===== src/rtl/lbr_unit.sv =====
// Last-branch-record buffer: circular history of retired taken branches with indexed 1-cycle reads.
// Latency 1 cycle for reads; no backpressure, everything freezes while stall is high.
// Reads return pre-edge contents; indices at or beyond the valid count read as zero.
module lbr_unit #(
    parameter int CORE       = 0,
    parameter int DATA_WIDTH = 32,
    parameter int INDEX_BITS = 4
) (
    input  logic                  clock,
    input  logic                  reset,
    input  logic                  stall,
    input  logic                  branch_valid,
    input  logic [DATA_WIDTH-1:0] branch_from,
    input  logic [DATA_WIDTH-1:0] branch_to,
    input  logic                  read_valid,
    input  logic [INDEX_BITS-1:0] read_index,
    input  logic                  read_sel,
    input  logic                  clear,
    output logic [DATA_WIDTH-1:0] LBR_data,
    output logic                  LBR_valid,
    output logic [INDEX_BITS:0]   lbr_count,
    output logic                  lbr_overflow,
    input  logic                  report
);

    localparam int DEPTH = 1 << INDEX_BITS;
    localparam logic [INDEX_BITS:0] FULL = {1'b1, {INDEX_BITS{1'b0}}};

    logic [DATA_WIDTH-1:0] from_mem [DEPTH];
    logic [DATA_WIDTH-1:0] to_mem   [DEPTH];
    logic [INDEX_BITS-1:0] wp;
    logic [INDEX_BITS-1:0] slot;
    logic                  hit;
    logic                  record;

    // Newest entry sits just below wp; older entries walk backwards from there.
    assign slot   = wp - INDEX_BITS'(1) - read_index;
    assign hit    = {1'b0, read_index} < lbr_count;
    assign record = reset && !stall && branch_valid && !clear;

    // Storage is deliberately not reset; the count gate hides stale slots.
    always_ff @(posedge clock) begin
        if (record) begin
            from_mem[wp] <= branch_from;
            to_mem[wp]   <= branch_to;
        end
    end

    always_ff @(posedge clock) begin
        if (!reset) begin
            wp           <= '0;
            lbr_count    <= '0;
            lbr_overflow <= 1'b0;
            LBR_data     <= '0;
            LBR_valid    <= 1'b0;
        end else if (stall) begin
            LBR_valid <= 1'b0;
        end else begin
            LBR_valid <= read_valid;
            if (read_valid) begin
                if (!hit)
                    LBR_data <= '0;
                else if (read_sel)
                    LBR_data <= to_mem[slot];
                else
                    LBR_data <= from_mem[slot];
            end
            if (clear) begin
                wp           <= '0;
                lbr_count    <= '0;
                lbr_overflow <= 1'b0;
            end else if (branch_valid) begin
                wp <= wp + INDEX_BITS'(1);
                if (lbr_count == FULL)
                    lbr_overflow <= 1'b1;
                else
                    lbr_count <= lbr_count + (INDEX_BITS+1)'(1);
            end
        end
    end

`ifndef SYNTHESIS
    always_ff @(posedge clock) begin
        if (report)
            $display("Core [%0d] LBR - wp: %0d count: %0d overflow: %b data: %h valid: %b",
                     CORE, wp, lbr_count, lbr_overflow, LBR_data, LBR_valid);
    end
`endif

endmodule


===== config.mk =====
export PLATFORM = sky130hd
export DESIGN_NAME = lbr_unit
export DESIGN_NICKNAME = d
export VERILOG_FILES = /design/src/rtl/lbr_unit.sv
export SDC_FILE = /design/constraint.sdc
export NUM_CORES = 1
export LEC_CHECK = 0
export BUFFER_PORTS_ARGS = -buffer_cell sky130_fd_sc_hd__buf_2
export CAP_MARGIN = 5
export CORE_MARGIN = 2
export CORE_UTILIZATION = 63
export CTS_BUF_LIST = sky130_fd_sc_hd__clkbuf_8 sky130_fd_sc_hd__clkbuf_16
export DETAILED_ROUTE_END_ITERATION = 6
export GPL_ROUTABILITY_DRIVEN = 0
export PLACE_DENSITY = 0.91
export SLEW_MARGIN = 20
export SYNTH_ARGS = -nofsm -noshare
export SYNTH_HDL_FRONTEND = slang
export SYNTH_SLANG_ARGS = --single-unit

===== constraint.sdc =====
create_clock -name clock -period 18.7 [get_ports clock]
set_input_delay 2.805 -clock clock [delete_from_list [all_inputs] [get_ports clock]]
set_output_delay 2.805 -clock clock [all_outputs]
set_load 0.01 [all_outputs]

==> reports/qor.txt <==
status: complete, but fails checks
failing checks: design-rule violations
CP Launch Type: primary input
Ports: 115
setup_tns: 0 ns
Pwr per Cell Area: 112 nW/um^2
Arrival @ worst endpoint: 7.62 ns
max_cap viols: 0
Clock transition at path regs: 0.06 ns
DR vias/cell: 7.23
# fillers: 3217
synthesized area: 40500 sq um
area fraction of the dominant cell type after synthesis: 75.9%
commonest non-fill, non-tap cell in the layout: edfxtp_1
nets: 2059
worst-margin pin slew: 1.15 ns
average size of a mapped cell: 22.3 sq um
Routed WL per cell: 35.9 um
P_sw: 0.00114 W
Finished Core Util: 72.1%
register area: 31600 sq um
GRT Util Overall: 31.3%
multi-input combinational cell area: 8590 sq um
Seq/Total Area, Yosys: 78.0%
core area: 63300 sq um
drt drc: 1
Syn Nets: 1902
first-pass GRT wire length: 148000 um
Logic pwr share: 7.9%
total number of yosys warnings: 0
crit path time final: 7.07 ns
CTS H-tree depth: 3
Yosys cell types: 40
final hold vios: 0
Initial Util: 64.0%
Post-Route WL: 105000 um
Pint: 0.00397 W
Worst Setup End Kind: flop
skew final: 0.0375 ns
Yosys top cell by area: edfxtp_1
Die ar.: 66400 sq um
CTS tree: built
flops & latches, synth: 1067
Synth Instances: 1813
slew margin rel.: 23.1%
Skew-Pair Late Insertion Delay: 0.69 ns
largest net degree at the start of global routing: 77
Critical Path Fanout Max: 49
# Post-CTS Setup Buffers: 0
Die Ht: 258 um
Post-CTS Hold Buffers: 0
most frequent cells in the layout: edfxtp_1, mux4_2, nand2_1
Sw Ratio: 22.3%
fin. max-slew vios: 0
Critical Path RT: 19.24 ns
row cnt: 92
Die Span X: 258 um
vias in the first global route: 21.8k
Bufs on Longest Clock Path: 3
critical path class: primary input to flop
Hold Crit Class: flop to flop
layout cells sized above 1: 28.9%
Max IR drop VDD: 0.0775 mV
clk sink count: 1067
clock share of power: 40.7%
via count: 21.0k
CTS Buf Count: 98
DR iter-0 viols: 3454
leakage power: 14.7 nW
First-pass DRT Iterations: 7
main area contributors after synthesis: edfxtp_1, mux4_2, dfxtp_1, mux2i_1, a32oi_1
Reg power frac: 51.4%
global route overflow: 0
Clock Root Buffer: clkbuf_16
RSZ-0062 raised after global routing: no
fmax: 0.141 GHz
I/O Buffers: 113
post-CTS sizing: 0
antenna violations before repair: 12
fin crit share: 37.8%
area delta synth->final: 12.6%
ANT nets after route: 0
detailed placer's ending HPWL: 48100 um
final setup vio count: 0
[flip-flops by register name, summed over array words and instances, names as in the netlist]
name and count:
lbr_count 5, wp 4, LBR_valid 1, lbr_overflow 1, to_mem 512, from_mem 512
LBR_data 32
[power by group through the flow]
stage          clock network [W]  logic (W)  registers [W]
3_3_place_gp                   0   0.000358        0.00268
5_1_grt                  0.00216   0.000422        0.00263
2_1_floorplan                  0   0.000267        0.00268
6_report                 0.00208   0.000403        0.00263
4_1_cts                  0.00208   0.000395        0.00263
3_5_place_dp                   0   0.000379        0.00268
[path summary, 6_finish.rpt]
check,from,to,slack (ns),cells past startpoint
min,LBR_data[9],LBR_data[9],0.46,1
min reg2reg,LBR_data[9],LBR_data[9],0.46,1
max reg2reg,wp[0],LBR_data[22],13.46,10
max,read_index[0],LBR_data[22],11.63,12
[routing by layer]
metal  vias up  share of wire, %  GRT usage [%]
li1       7975                 -              -
met1     10700                32           39.0
met2      1930                51           51.9
met3       398                11           5.96
met4        10               5.6           18.7
met5         -             0.065              0
[Yosys cell counts (all sizes together)]
cell type  count
edfxtp      1024
mux4         256
nand2        135
mux2i         64
buf           63
a32oi         62
dfxtp         43
clkbuf        34
a32o          32
nor2          25
inv           14
ha            12
nor3           6
xnor2          6
a21oi          4
o21ai          4
xor2           4
a21o           3
nand2b         3
nand4          3
a21boi         2
and2           2
mux2           2
nand3          2
nor2b          2
a2bb2oi        1
a31oi          1
and3           1
and4           1
fa             1
o31a           1
[worst max-delay path, stage by stage]
cell	delay, ns
buf_2	0.11
inv_1	0.07
ha_4	0.70
buf_4	0.46
buf_16	0.31
buf_4	0.89
buf_4	0.52
buf_16	0.31
mux4_2	0.57
mux2i_1	0.32
a32oi_1	0.09
a32o_1	0.30
[layout make-up]
class                      count  area share (%)
sequential                  1067            69.3
tap                          846            2.32
multi-input combinational    635            18.8
antenna                        9          0.0494
inverter                      14           0.115
timing repair buffer         154            2.05
clock inverter                73            1.50
clock buffer                 111            5.84
[through the flow]
step / total power [W] / std cells / setup slack (ns) / area (sq um) / hold slack (ns)
after floorplan: 0.00295 / 1813 / 10.50 / 40500 / 0.497
after global placement: 0.00304 / 2713 / 10.79 / 42200 / 0.451
after detailed placement: 0.00306 / 2713 / 10.62 / 42200 / 0.454
after CTS: 0.00510 / 2897 / 11.16 / 45500 / 0.468
after global routing: 0.00521 / 2906 / 11.27 / 45600 / 0.483
final: 0.00511 / 2909 / 11.63 / 45600 / 0.463
[logic make-up (layout without fill, tap and decap cells)]
| group | count (synthesis) | count (layout) | synth area share (%) |
|---|---|---|---|
| compound gates | 110 | 110 | 2.39 |
| xor+xnor | 10 | 10 | 0.253 |
| fa+ha+maj | 13 | 13 | 0.420 |
| buf+inv | 111 | 352 | 1.28 |
| flops | 1067 | 1067 | 78.0 |
| mux | 322 | 322 | 15.9 |
| other cells | 0 | 9 | 0 |
| simple gates | 180 | 180 | 1.77 |
Power figures use the tool's default switching activity.
